--- config.mk ---
export PLATFORM = sky130hd
export DESIGN_NAME = term_tx_buf_flat
export DESIGN_NICKNAME = d
export VERILOG_FILES = /design/src/rtl/term_tx_buf_if.sv /design/src/rtl/term_tx_buf.sv /design/src/flat_wrapper.sv
export SDC_FILE = /design/constraint.sdc
export NUM_CORES = 1
export LEC_CHECK = 0
export ABC_AREA = 1
export CORE_MARGIN = 2
export CORE_UTILIZATION = 60
export CTS_CLUSTER_SIZE = 25
export DETAILED_ROUTE_END_ITERATION = 10
export PLACE_DENSITY = 0.77
export SLEW_MARGIN = 20
export SYNTH_ARGS = -nofsm -noshare
export SYNTH_HDL_FRONTEND = slang
export SYNTH_SLANG_ARGS = --single-unit
--- constraint.sdc ---
create_clock -name clk -period 6.58 [get_ports clk]
set_input_delay 1.316 -clock clk [delete_from_list [all_inputs] [get_ports clk]]
set_output_delay 1.316 -clock clk [all_outputs]
set_load 0.005 [all_outputs]
--- src/rtl/term_tx_buf_if.sv ---
// CPU-side port of the terminal transmit buffer: character writes, flush and
// occupancy status that software polls before writing.
interface term_tx_buf_if;
    logic       wr_en;
    logic [6:0] wr_data;
    logic       clear;
    logic       buf_full;
    logic       buf_empty;
    logic [5:0] count;

    modport master (
        output wr_en, wr_data, clear,
        input  buf_full, buf_empty, count
    );

    modport slave (
        input  wr_en, wr_data, clear,
        output buf_full, buf_empty, count
    );
endinterface

--- src/rtl/term_tx_buf.sv ---
// Terminal output buffer: a 32-entry ASCII FIFO drained by an 8N1 UART
// transmitter that drives the board TX pin.
module term_tx_buf #(
    parameter int CLK_FREQ  = 100000000,
    parameter int BAUD_RATE = 115200
) (
    input  logic          clk,
    input  logic          reset,
    term_tx_buf_if.slave  bus,
    output logic          tx,
    output logic          tx_busy
);
    localparam int CLKS_PER_BIT = CLK_FREQ / BAUD_RATE;
    localparam int BW           = (CLKS_PER_BIT > 1) ? $clog2(CLKS_PER_BIT) : 1;
    localparam logic [BW-1:0] BAUD_LAST = BW'(CLKS_PER_BIT - 1);

    typedef enum logic [1:0] {IDLE, START, DATA, STOP} state_e;

    logic [6:0]    mem_q [32];
    logic [5:0]    wr_ptr_q, wr_ptr_d;
    logic [5:0]    rd_ptr_q, rd_ptr_d;
    state_e        state_q, state_d;
    logic [2:0]    bit_q, bit_d;
    logic [BW-1:0] baud_q, baud_d;
    logic [7:0]    shift_q, shift_d;
    logic          tx_q, tx_d;

    logic       empty, full, wr_accept, pop;
    logic [6:0] head;

    // Pointers carry a wrap bit so full and empty are distinguishable.
    assign empty = (wr_ptr_q == rd_ptr_q);
    assign full  = (wr_ptr_q[4:0] == rd_ptr_q[4:0]) && (wr_ptr_q[5] != rd_ptr_q[5]);
    assign head  = mem_q[rd_ptr_q[4:0]];

    // A flush cancels both a same-cycle write and a same-cycle frame start.
    assign wr_accept = bus.wr_en && !full && !bus.clear;
    assign pop       = (state_q == IDLE) && !empty && !bus.clear;

    assign bus.buf_empty = empty;
    assign bus.buf_full  = full;
    assign bus.count     = wr_ptr_q - rd_ptr_q;
    assign tx            = tx_q;
    assign tx_busy       = (state_q != IDLE);

    // NOTE: every signal gets its default first so no path leaves it unassigned, which would infer a latch.
    always_comb begin
        wr_ptr_d = wr_ptr_q;
        rd_ptr_d = rd_ptr_q;
        if (bus.clear) begin
            wr_ptr_d = '0;
            rd_ptr_d = '0;
        end else begin
            if (wr_accept) wr_ptr_d = wr_ptr_q + 6'd1;
            if (pop)       rd_ptr_d = rd_ptr_q + 6'd1;
        end
    end

    always_comb begin
        state_d = state_q;
        bit_d   = bit_q;
        baud_d  = baud_q;
        shift_d = shift_q;
        unique case (state_q)
            IDLE: begin
                if (pop) begin
                    shift_d = {1'b0, head};
                    baud_d  = '0;
                    state_d = START;
                end
            end
            START: begin
                if (baud_q == BAUD_LAST) begin
                    baud_d  = '0;
                    bit_d   = '0;
                    state_d = DATA;
                end else begin
                    baud_d = baud_q + BW'(1);
                end
            end
            DATA: begin
                if (baud_q == BAUD_LAST) begin
                    baud_d  = '0;
                    shift_d = {1'b0, shift_q[7:1]};
                    if (bit_q == 3'd7) state_d = STOP;
                    else               bit_d   = bit_q + 3'd1;
                end else begin
                    baud_d = baud_q + BW'(1);
                end
            end
            STOP: begin
                if (baud_q == BAUD_LAST) begin
                    baud_d  = '0;
                    state_d = IDLE;
                end else begin
                    baud_d = baud_q + BW'(1);
                end
            end
            default: state_d = IDLE;
        endcase

        // The line level is registered and follows the state being entered.
        tx_d = 1'b1;
        if (state_d == START)     tx_d = 1'b0;
        else if (state_d == DATA) tx_d = shift_d[0];
    end

    // NOTE: storage is not reset; the pointers alone define which entries are valid.
    always_ff @(posedge clk) begin
        if (wr_accept) mem_q[wr_ptr_q[4:0]] <= bus.wr_data;
    end

    // NOTE: non-blocking assignments so every flop samples pre-edge values.
    always_ff @(posedge clk or posedge reset) begin
        if (reset) begin
            wr_ptr_q <= '0;
            rd_ptr_q <= '0;
            state_q  <= IDLE;
            bit_q    <= '0;
            baud_q   <= '0;
            shift_q  <= '0;
            tx_q     <= 1'b1;
        end else begin
            wr_ptr_q <= wr_ptr_d;
            rd_ptr_q <= rd_ptr_d;
            state_q  <= state_d;
            bit_q    <= bit_d;
            baud_q   <= baud_d;
            shift_q  <= shift_d;
            tx_q     <= tx_d;
        end
    end
endmodule

--- src/flat_wrapper.sv ---
// flat-port wrapper written by rule: the top's interface ports become plain ports
module term_tx_buf_flat 
#(
    parameter int CLK_FREQ  = 100000000,
    parameter int BAUD_RATE = 115200
)
  (clk, reset, tx, tx_busy, bus_wr_en, bus_wr_data, bus_clear, bus_buf_full, bus_buf_empty, bus_count);
  term_tx_buf_if bus_i ();
  input  logic clk;
  input  logic reset;
  output logic tx;
  output logic tx_busy;
  input wire logic [$bits(bus_i.wr_en)-1:0] bus_wr_en;
  input wire logic [$bits(bus_i.wr_data)-1:0] bus_wr_data;
  input wire logic [$bits(bus_i.clear)-1:0] bus_clear;
  output wire logic [$bits(bus_i.buf_full)-1:0] bus_buf_full;
  output wire logic [$bits(bus_i.buf_empty)-1:0] bus_buf_empty;
  output wire logic [$bits(bus_i.count)-1:0] bus_count;
  assign bus_i.wr_en = bus_wr_en;
  assign bus_i.wr_data = bus_wr_data;
  assign bus_i.clear = bus_clear;
  assign bus_buf_full = bus_i.buf_full;
  assign bus_buf_empty = bus_i.buf_empty;
  assign bus_count = bus_i.count;
  term_tx_buf #(.CLK_FREQ(CLK_FREQ), .BAUD_RATE(BAUD_RATE)) u_core (.clk(clk), .reset(reset), .bus(bus_i), .tx(tx), .tx_busy(tx_busy));
endmodule
==> run_results.csv, run 1 <==
group,metric,value,unit
sta,clock.fmax,214,MHz
floorplan,dieArea,0.0200,mm^2
logic_synthesis,synth_cell_type_count,45,
min_path,min-delay-path-class,"reg2reg",
global_route,grt-ovfl-total,0,
floorplan,num_rows,50,
cells_and_area,nets,1060,
logic_synthesis,syn_nets,1050,
sta,max_slew.worst_pin.slew,1.02,ns
clock_network,cts_hold_buffers,0,
clock_network,numCtsBuffers,26,
critical_path,crit_chain,"clkinv_1, ha_1, nand2_1, nor3_2, nand2_1, inv_1, clkdlybuf4s50_1",
critical_path,cpLargestDelayFamily,"buffers and inverters",
power,p_per_area,275,mW/mm^2
sta,period_minus_slack,4.68,ns
logic_synthesis,syn_inst,1025,
cells_and_area,fin_cells,1289,
clock_network,post_cts_buffers,0,
clock_network,htree_levels,1,
critical_path,path_max_fanout,17,
critical_path,cp.required,5.26,ns
clock_network,cts_resized,0,
place,hpwl,15400,um
clock_network,clk_latency,0.53,ns
critical_path,crit_top_cell,"nand2_1",
place,port_buffers,20,
sta,setup_viol,0,
critical_path,crit_buf_inv,3,
clock_network,clkTransAtPathRegs,0.06,ns
power,p_total,3430,uW
clock_network,cts_sinks,259,
logic_synthesis,ys_warn_count,0,
drt,vias_per_cell,5.86,
run_status,status,"completed",
place,dpl-instance-area,0.0116,mm^2
drt,via_count,7557,
drt,drtAntennaViolNets,0,
global_route,grt_pass1_wl,40100,um
cells_and_area,diodes,0,
cells_and_area,syn2layout_area_growth,9.89,%
critical_path,end_kind,"output port",
clock_network,cts_buffer_depth,3,
place,placedCellCount,1241,
critical_path,cp_slowest_cell,"dfrtp_1",
sta,rsz0062_at_grt,"no",
floorplan,fp.dieH,141,um
floorplan,coreArea,0.0186,mm^2
global_route,antenna_found_initial,0,
sta,drv_slew,0,
logic_synthesis,syn_avg_cell_area,11.1,um^2
run,cap_violations,0,
critical_path,slowest_delay,0.65,ns
power,leakagePower,0.00465,uW
logic_synthesis,netlist_area,0.0113,mm^2
logic_synthesis,synth-seq-area-share,0.671,
critical_path,worstRegToRegCells,9,
drt,dr.first_iter.drc_count,961,
sta,min_period_over_period,0.711,
clock_network,cts_root_buf,"clkbuf_16",
sta,final.setup_skew,0.0182,ns
logic_synthesis,synth-seq-cells,259,
critical_path,worstPathArrival,3.36,ns
global_route,grtUsageTotal,0.261,
floorplan,initial_core_util,0.608,
cells_and_area,stdcell_area,0.0125,mm^2
place,gp_congestion,0.931,
critical_path,cp_num_cells,7,
sta,relSlewSlack,0.315,
sta,tns,0,ns
power,peakVddDrop,0.235,mV
cells_and_area,nFillCells,1378,
floorplan,boundaryPins,21,
global_route,grt_pass1_vias,7267,
drt,first_pass_iters,7,
cells_and_area,drive_above_1_share,0.0777,
drt,wl_per_cell,19.9,um
floorplan,chipWidth,141,um
drt,wl,25600,um
min_path,hold_path_depth,2,
critical_path,crit_path_start_kind,"flip-flop",
drt,drc,0,
clock_network,cts_tree,"built",
global_route,grt_max_degree,115,
critical_path,critPathKind,"reg2out",
sta,finalHoldViolations,0,
[cell type report]
class                   count  area, um^2  area share
inverters                  52         205      0.0165
repair buffers             29         253      0.0203
well taps                 234         293      0.0235
multi-input cells         667        3190       0.256
clock buffers              36         719      0.0577
flip-flops and latches    259        7610       0.611
clock inverters            12         185      0.0149
[placed cells by master (no fill, tap or decap), types with 7 or more instances in the layout]
cell | Yosys | final
o21ai_0 | 16 | 16
nor2_1 | 46 | 46
nor3_1 | 7 | 7
nand2_1 | 312 | 312
a21oi_1 | 36 | 36
clkbuf_16 | 0 | 27
dfrtp_1 | 34 | 32
clkdlybuf4s50_1 | 0 | 17
inv_1 | 45 | 45
nand3_1 | 179 | 179
o21ai_1 | 9 | 9
clkbuf_1 | 2 | 8
edfxtp_1 | 224 | 224
ha_1 | 13 | 13
buf_4 | 7 | 9
[where the power goes]
| group | leakage [uW] | internal [uW] | switching, uW |
|---|---|---|---|
| combinational | 0.00178 | 20.5 | 58.9 |
| clock | 0.000441 | 959 | 599 |
| sequential | 0.00243 | 1790 | 2.49 |
| total | 0.00465 | 2770 | 661 |
[sequential cells by signal (all words and copies together) (netlist names)]
signal,cells
u_core.baud_q,10
u_core.bit_q,3
u_core.mem_q,224
u_core.rd_ptr_q,6
u_core.shift_q,7
u_core.state_q,2
u_core.tx,1
u_core.wr_ptr_q,6
[stage by stage]
stage / hold slack, ns / setup WS (ns) / util
final: 0.497 / 1.90 / 0.668
after global routing: 0.505 / 1.65 / 0.668
after CTS: 0.499 / 1.93 / 0.668
after detailed placement: 0.484 / 2.53 / 0.620
after global placement: 0.468 / 2.59 / 0.620
after floorplan: 0.449 / 3.50 / -
[per-layer routing]
metal	wire [um]	GRT usage
met2	12400	0.421
met3	2070	0.0432
met4	735	0.0926
met5	0	0
met1	10400	0.367
[Yosys cell counts (all sizes together)]
library cell	count	area [um^2]
nor3	13	101
ha	13	163
nor2	53	240
a211oi	5	42.5
nand2	317	1210
clkbuf	2	7.51
dfstp	1	26.3
a221oi	1	8.76
fa	1	20.0
nand4	2	12.5
clkinv	3	16.3
buf	45	329
inv	49	186
xnor2	2	17.5
xor2	6	52.6
o211ai	1	7.51
o21ai	25	125
nand3	184	953
a22oi	1	7.51
a22o	1	8.76
o22ai	2	12.5
o31ai	1	7.51
and3	2	12.5
a21oi	37	189
dfrtp	34	851
edfxtp	224	6730
[final timing paths]
path | start | endpoint | slack [ns]
setup / recovery | u_core.rd_ptr_q[3] | bus_buf_full | 1.90
hold / removal | u_core.shift_q[6] | u_core.shift_q[6] | 0.50
setup reg to reg | u_core.rd_ptr_q[3] | u_core.mem_q[20][5] | 2.79
hold reg to reg | u_core.shift_q[6] | u_core.shift_q[6] | 0.50
max in group asynchronous | reset | u_core.rd_ptr_q[0] | 5.03
min in group asynchronous | reset | u_core.wr_ptr_q[4] | 1.20
[tightest hold or removal path, stage by stage, from the launching register on]
cell and delay (ns):
dfrtp_1 0.34, nand2_1 0.06, nand2_1 0.06
[cells by family after synthesis]
family,after synthesis,share of synthesized area
simple gates,571,0.223
buf+inv,99,0.0476
fa+ha+maj,14,0.0161
flops,259,0.671
compound gates,74,0.0361
xor+xnor,8,0.00618
Power figures use the tool's default switching activity.
==> run 2: changes to the inputs <==
==> constraint.sdc (replaced) <==
create_clock -name clk -period 4.4 [get_ports clk]
set_input_delay 0.88 -clock clk [delete_from_list [all_inputs] [get_ports clk]]
set_output_delay 0.88 -clock clk [all_outputs]
set_load 0.005 [all_outputs]
==> run_results.csv, run 2 (synthesis gave the netlist of run 1 again) <==
group,metric,value,unit
run_status,status,"completed",
cells_and_area,final_cell_mix,"nand2_1 (312), edfxtp_1 (224), nand3_1 (179), nor2_1 (46), inv_1 (45)",
min_path,min-delay-path-class,"reg2reg",
clock_network,cts_tree,"built",
place,port_buffers,20,
sta,drv_slew,0,
sta,clock.fmax,260,MHz
clock_network,cts_root_buf,"clkbuf_16",
critical_path,end_kind,"output port",
global_route,grtUsageTotal,0.266,
floorplan,num_rows,50,
place,dpl-instance-area,0.0116,mm^2
floorplan,coreArea,0.0186,mm^2
global_route,grt_pass1_vias,7652,
global_route,grt-ovfl-total,0,
clock_network,numCtsBuffers,27,
cells_and_area,syn2layout_area_growth,10.2,%
critical_path,crit_path_start_kind,"flip-flop",
cells_and_area,largest_reg_flops,224,
drt,via_count,7730,
floorplan,initial_core_util,0.608,
place,gp_congestion,0.903,
sta,tns,0,ns
sta,finalHoldViolations,0,
global_route,grt_pass1_wl,40600,um
critical_path,path_max_fanout,17,
cells_and_area,fin_cells,1292,
global_route,antenna_found_initial,0,
sta,relSlewSlack,0.363,
drt,first_pass_iters,7,
floorplan,fp.dieH,141,um
drt,wl,25700,um
critical_path,critPathKind,"reg2out",
drt,drc,0,
clock_network,htree_levels,1,
drt,wl_per_cell,19.9,um
cells_and_area,stdcell_area,0.0125,mm^2
drt,dr.first_iter.drc_count,952,
clock_network,cts_sinks,259,
sta,setup_viol,0,
global_route,use_met1,0.354,
drt,vias_per_cell,5.98,
power,leakagePower,0.00466,uW
cells_and_area,final_common_cell,"nand2_1",
sta,period_minus_slack,3.85,ns
critical_path,cp.required,3.52,ns
cells_and_area,diodes,0,
place,hpwl,15600,um
sta,final.setup_skew,0.0106,ns
power,peakVddDrop,0.342,mV
sta,rsz0062_at_grt,"no",
floorplan,chipWidth,141,um
place,placedCellCount,1242,
clock_network,post_cts_buffers,0,
floorplan,dieArea,0.0200,mm^2
clock_network,cts_hold_buffers,0,
global_route,grt_use_met2,0.436,
global_route,grt.busiest_layer,"met2",
cells_and_area,postLayoutCoreUtil,0.670,
clock_network,clk_latency,0.54,ns
clock_network,clkTransAtPathRegs,0.06,ns
critical_path,worstPathArrival,2.97,ns
run,cap_violations,0,
sta,min_period_over_period,0.874,
clock_network,cts_buffer_depth,3,
sta,max_slew.worst_pin.slew,0.948,ns
power,p_per_area,412,mW/mm^2
global_route,grt_max_degree,115,
cells_and_area,drive_above_1_share,0.0841,
global_route,gr-usage-met3,0.0523,
floorplan,boundaryPins,21,
cells_and_area,nets,1062,
clock_network,cts_resized,0,
drt,drtAntennaViolNets,0,
==> run 2: changes by cell type in the layout (fill, tap and decap cells not counted), sizes merged <==
cell,before,now
clkdlybuf4s50,17,16
inv,50,51
clkinvlp,0,2
clkinv,9,13
buf,12,14
clkbuf,36,31
==> run 2: layout make-up <==
class	instances	area (um^2)
Multi-Input combinational cell	667	3190
Sequential cell	259	7610
Clock inverter	19	239
Fill cell	1349	6150
Inverter	52	205
Tap cell	234	293
Timing Repair Buffer	30	259
Clock buffer	31	691
==> run 2: worst paths after layout <==
check / slack (ns) / depth (start not counted) / endpoint / start
min in group asynchronous: 0.74 / 3 / u_core.baud_q[1] / reset
setup reg to reg: 1.07 / 10 / u_core.mem_q[5][2] / u_core.rd_ptr_q[3]
hold / removal: 0.49 / 2 / u_core.shift_q[5] / u_core.shift_q[6]
max in group asynchronous: 3.30 / 3 / u_core.tx / reset
hold reg to reg: 0.49 / 2 / u_core.shift_q[5] / u_core.shift_q[6]
setup / recovery: 0.55 / 8 / bus_count[5] / u_core.rd_ptr_q[3]
==> run 2: per-stage QoR <==
step / setup WS, ns / hold slack, ns / total power, uW
2_1_floorplan: 1.76 / 0.449 / 2770
3_3_place_gp: 1.23 / 0.469 / 2850
6_report: 0.555 / 0.491 / 5150
3_5_place_dp: 1.16 / 0.475 / 2850
4_1_cts: 0.590 / 0.495 / 5160
5_1_grt: 0.357 / 0.526 / 5260
==> run 2: layer usage <==
| metal | up-vias | routed length, um |
|---|---|---|
| met5 | - | 0 |
| met4 | 0 | 1080 |
| met3 | 84 | 2350 |
| met2 | 399 | 12100 |
| met1 | 3680 | 10200 |
| li1 | 3567 | - |
==> run 2: worst max-delay path, cell delays in order (launching register included) <==
cell,delay (ns)
dfrtp_1,0.66
clkinv_1,0.16
buf_4,0.24
ha_1,0.38
a21oi_1,0.18
nor2_1,0.05
nor2_1,0.11
xor2_1,0.15
clkdlybuf4s50_1,0.51
==> run 2: power breakdown <==
group	switching, uW	internal, uW
sequential	3.30	2680
clock	923	1430
combinational	86.0	29.5
